[config.mk]
export PLATFORM = sky130hd
export DESIGN_NAME = shared_reg_arbiter
export DESIGN_NICKNAME = d
export VERILOG_FILES = /design/src/rtl/shared_reg_arbiter.sv
export SDC_FILE = /design/constraint.sdc
export NUM_CORES = 1
export LEC_CHECK = 0
export ABC_CLOCK_PERIOD_IN_PS = 2300
export CORE_UTILIZATION = 40
export CTS_BUF_LIST = sky130_fd_sc_hd__clkbuf_4 sky130_fd_sc_hd__clkbuf_8 sky130_fd_sc_hd__clkbuf_16
export DETAILED_ROUTE_END_ITERATION = 12
export PLACE_DENSITY = 0.76
export REMOVE_ABC_BUFFERS = 1
export SKIP_CTS_REPAIR_TIMING = 1
export SYNTH_ARGS = -nofsm -noshare
export SYNTH_HDL_FRONTEND = slang
export SYNTH_SLANG_ARGS = --single-unit
[constraint.sdc]
create_clock -name clk -period 2.3 [get_ports clk]
set_clock_uncertainty 0.05 [all_clocks]
set_input_delay 0.23 -clock clk [delete_from_list [all_inputs] [get_ports clk]]
set_output_delay 0.23 -clock clk [all_outputs]
set_load 0.05 [all_outputs]
[src/rtl/shared_reg_arbiter.sv]
// Round-robin arbiter guarding one shared register; a grantee may lock
// its grant for up to HOLD_MAX consecutive writes.
module shared_reg_arbiter #(
  parameter int WIDTH    = 8,
  parameter int N        = 4,
  parameter int HOLD_MAX = 4,
  localparam int OW      = $clog2(N)
) (
  input  logic               clk,
  input  logic               rst,
  input  logic [N-1:0]       req,
  input  logic [N-1:0]       lock,
  input  logic [N*WIDTH-1:0] wdata,
  output logic [N-1:0]       gnt,
  output logic [WIDTH-1:0]   q,
  output logic               q_valid,
  output logic [OW-1:0]      owner
);

  localparam int HW = 4;

  typedef enum logic {IDLE, BUSY} state_t;

  state_t            state_q, state_d;
  logic [N-1:0]      gnt_q, gnt_d;
  logic [WIDTH-1:0]  q_q, q_d;
  logic              qv_q, qv_d;
  logic [OW-1:0]     owner_q, owner_d;
  logic [OW-1:0]     ptr_q, ptr_d;
  logic [HW-1:0]     hold_q, hold_d;

  logic [WIDTH-1:0]  slice [N];
  logic [OW-1:0]     nxt_ptr;
  logic [N-1:0]      others;
  logic [OW:0]       cand_idle, cand_rel;
  logic              keep;

  // {found, index} of the first set bit of r, scanning upward from start
  function automatic logic [OW:0] pick(
    input logic [N-1:0]  r,
    input logic [OW-1:0] start
  );
    logic [OW:0] res;
    int          idx;
    res = '0;
    for (int k = N - 1; k >= 0; k--) begin
      idx = (int'(start) + k) % N;
      if (r[idx]) res = {1'b1, OW'(idx)};
    end
    return res;
  endfunction

  always_comb begin
    for (int i = 0; i < N; i++) slice[i] = wdata[i*WIDTH +: WIDTH];
  end

  always_comb begin
    nxt_ptr   = (owner_q == OW'(N - 1)) ? '0 : owner_q + 1'b1;
    others    = req & ~(N'(1) << owner_q);
    cand_idle = pick(req, ptr_q);
    cand_rel  = pick(others, nxt_ptr);
  end

  always_comb begin
    state_d = state_q;
    gnt_d   = gnt_q;
    q_d     = q_q;
    qv_d    = qv_q;
    owner_d = owner_q;
    ptr_d   = ptr_q;
    hold_d  = hold_q;
    keep    = 1'b0;
    unique case (state_q)
      IDLE: begin
        if (cand_idle[OW]) begin
          state_d = BUSY;
          owner_d = cand_idle[OW-1:0];
          gnt_d   = N'(1) << cand_idle[OW-1:0];
          hold_d  = '0;
        end
      end
      BUSY: begin
        if (req[owner_q]) begin
          q_d    = slice[owner_q];
          qv_d   = 1'b1;
          hold_d = hold_q + 1'b1;
        end
        keep = req[owner_q] & lock[owner_q]
             & (hold_q < HW'(HOLD_MAX - 1));
        // releasing owner is masked out, so it cannot win this edge
        if (!keep) begin
          ptr_d  = nxt_ptr;
          hold_d = '0;
          if (cand_rel[OW]) begin
            owner_d = cand_rel[OW-1:0];
            gnt_d   = N'(1) << cand_rel[OW-1:0];
          end else begin
            state_d = IDLE;
            gnt_d   = '0;
          end
        end
      end
    endcase
  end

  always_ff @(posedge clk or posedge rst) begin
    if (rst) begin
      state_q <= IDLE;
      gnt_q   <= '0;
      q_q     <= '0;
      qv_q    <= 1'b0;
      owner_q <= '0;
      ptr_q   <= '0;
      hold_q  <= '0;
    end else begin
      state_q <= state_d;
      gnt_q   <= gnt_d;
      q_q     <= q_d;
      qv_q    <= qv_d;
      owner_q <= owner_d;
      ptr_q   <= ptr_d;
      hold_q  <= hold_d;
    end
  end

  assign gnt     = gnt_q;
  assign q       = q_q;
  assign q_valid = qv_q;
  assign owner   = owner_q;

endmodule

==> run summary, run 1 <==
The run finished with clean final reports. The path class of the tightest hold or removal check is in -> async. The boundary pin count came out at 57. The worst hold margin came out at 0.2543 ns. For this run, the share of the core covered by cells in the final layout is 60.32%. dfrtp_1 takes more of the synthesized area than any other cell.

The run gives 0 as the number of antenna violations at the first check in global routing. After synthesis, the share of flip-flops with an asynchronous set or reset is 100.0%. Number of nets in the layout: 250. Once the floorplan was initialized, standard cells occupied 41.66% of the core. The register bit total from synthesis works out to 22. The run gives 1 as the depth of the CTS H-tree. The share of synthesized area in the top cell type comes to 36.10%. The design draws 3126 uW. Unique cell type count in the Yosys netlist: 43. For this design the ratio of total power to cell area is 1415 mW/mm2. The residual overflow from global routing is 0.

Final-report hold violation count: 0. Leading cell type in the layout, fill and taps excluded: clkdlybuf4s50_1. The summed instance area of the synthesized netlist is 0.001525 mm2.

The detailed router's first-iteration violation count is 29. The setup TNS is 0 ns, and the CTS clock-pin slew for the worst setup and hold paths is 0.07 ns. For the wire length of the first global-routing pass, the log shows 6789 um. Clock tree synthesis found a total of 22 sinks. The biggest cell delay along the critical path was 0.39 ns; the core outline area was 0.003661 mm2. The number of endpoints failing setup at the final stage was 0; the maximum fanout along the worst path was 11. The total vias in the final route came out at 1,409.

The root buffer cell chosen for the clock tree is clkbuf_8. For the critical path data arrival time, the log shows 2.33 ns. The detailed placer's ending HPWL was 3335 um.

Yosys mapped a number of flops with a built-in enable equal to 0. The part of the Yosys area used for sequential elements came out at 36.10%. TritonCTS built the clock tree. The capturing element type of the critical path is a register. The later-pin clock latency in the skew report was 0.26 ns. The setup slack of the most critical reg-to-reg path was 0.06 ns; the count of port buffers added during placement was 56. For the pin with the worst max-slew slack, the measured transition is 0.5212 ns. For the deepest clock path buffer count, the log shows 2. Height of the die: 63.75 um. The combined global-route utilization of all metal layers was 22.08%; the number of inserted filler cells in the final layout was 307. The startpoint identified for the worst register-to-register timing path is owner[0]. The largest net degree at the start of global routing came out at 23. Measured against its own limit, the worst slew margin works out to 65.15%. The endpoint identified for the worst register-to-register timing path is owner[0].

For this run, design rule violations remaining after detail routing come to 0. For this run, the leading register cell type out of synthesis is dfrtp_1. The floorplan step set the die width to 63.75 um. Routability-driven placement finished with a final weighted congestion of 0.7860. The via density per instance came out at 5.659.

The highest-delay cell along the critical path was dfrtp_1. Walking the worst path, the cells encountered are buf_4, ha_1, or2_2, a32oi_1, o21a_1, a21boi_1, a211oi_1. The via count of the first global-routing pass was 1,442; the minimum clock period after layout was 2.245 ns. The tools report the synthesis warning total as 0. The post-detailed-route count of antenna-violating nets is 0, and the number of detailed-routing iterations run before antenna repair is 4.

The analysis attributes to cell leakage a power of 0.0009094 uW. Number of cells on the worst reg-to-reg path: 7. Synthesis produced a netlist whose cell count is 141.

A synthesized cell averages 10.82 um2. For the final-report max-slew violation count, the log shows 0. The worst setup path is launched from a register. Worst supply voltage drop on vdd: 775.0 uV. The average wire per cell in the routed design works out to 16.85 um.

Setup repair after global routing left no endpoint under its margin. From synthesis to final layout, the design area changed by 44.79%. In this run the core area contains 22 standard-cell rows. Worst setup path category: reg -> reg. At the worst endpoint, the required time is 2.38 ns.

Of the cells placed in the final design, the portion with a size suffix greater than 1 is 18.91%. The tools report the max capacitance violation total as 0. For this run, the top clock speed supported by timing is 445.4 MHz. Ranked by total cell area, the synthesized netlist is headed by dfrtp_1, mux4_2, mux2_2. The tools report the number of CTS-inserted buffers as 3. 0 antenna diodes ended up in the layout.

Of the available clock period, the critical path in the final layout requires 97.61%. In the layout the commonest cells are clkdlybuf4s50_1, dfrtp_1, o21ai_0. The die covers 0.004064 mm2. Wires add up to 4196 um.
==> worst max path at each step <==
stage	from	endpoint	slack, ns	cells past startpoint
detailed placement	req[3]	owner[0]	0.08	6
floorplan	owner[0]	gnt[3]	-0.28	7
global placement	req[3]	owner[0]	0.14	6
finish	owner[0]	owner[0]	0.06	7
CTS	owner[0]	owner[0]	0.11	7
global route	owner[0]	owner[0]	0.01	7
==> power by group <==
part | internal, uW | switching, uW
Sequential | 560 | 118
Clock | 117 | 113
Combinational | 959 | 1260
Total | 1630 | 1490
==> cell type report <==
type | count | area [um2] | share of cell area, %
multi-input combinational | 103 | 904.6 | 40.96
tap | 48 | 60.06 | 2.720
sequential | 22 | 550.5 | 24.93
timing repair buffer | 64 | 618.1 | 27.99
inverter | 9 | 33.78 | 1.530
clock buffer | 3 | 41.29 | 1.870
==> logic make-up after synthesis <==
logic type / count (synthesis) / synth area share (%)
flip-flops: 22 / 36.10
adder cells (fa/ha/maj): 5 / 4.102
AO/OA/AOI/OAI: 43 / 20.35
buffers and inverters: 16 / 4.757
AND/OR/NAND/NOR: 37 / 14.03
multiplexers: 18 / 20.67
==> worst max-delay path: cells and delay by family, from the launching register on <==
kind            cells  cell delay, ns
simple gates        1            0.32
flops               1            0.39
compound gates      4            0.89
fa+ha+maj           1            0.28
buf+inv             1            0.19
==> layer usage <==
metal	GRT usage [%]	vias to the layer above	share of wire, %
met1	23.37	677	39
met4	8.807	0	2.8
li1	-	657	-
met2	42.55	64	51
met5	0	-	0
met3	3.750	11	6.6
==> through the flow <==
step	instances	cell area [um2]	worst slack, ns
2_1_floorplan	134	1486	-0.2839
3_3_place_gp	246	2165	0.1429
3_5_place_dp	246	2165	0.08492
4_1_cts	249	2206	0.1138
5_1_grt	249	2208	0.01165
6_report	249	2208	0.05508
==> synthesized netlist by cell type, types with 4 or more instances <==
master and instances:
dfrtp_1 22, o21ai_0 13, mux4_2 10, inv_1 9, mux2_2 8, nor2_1 7
ha_1 5, a21oi_1 4, a31oi_1 4, buf_2 4, nand2_1 4, nand2b_1 4
nand3_1 4, nor2b_1 4, nor3_1 4
==> flip-flops by register name, summed over array words and instances (netlist names) <==
register,cells
gnt,4
hold_q,4
owner,2
ptr_q,2
q,8
q_valid,1
state_q,1
Power figures use the tool's default switching activity.
==> inputs of run 2 (changes only) <==
--- a/config.mk
+++ b/config.mk
@@ -12,6 +12,7 @@
 export PLACE_DENSITY = 0.76
 export REMOVE_ABC_BUFFERS = 1
 export SKIP_CTS_REPAIR_TIMING = 1
+export SLEW_MARGIN = 40
 export SYNTH_ARGS = -nofsm -noshare
 export SYNTH_HDL_FRONTEND = slang
 export SYNTH_SLANG_ARGS = --single-unit
==> results of run 2 <==
Final layout, timing and power as in run 1 (identical DEF).
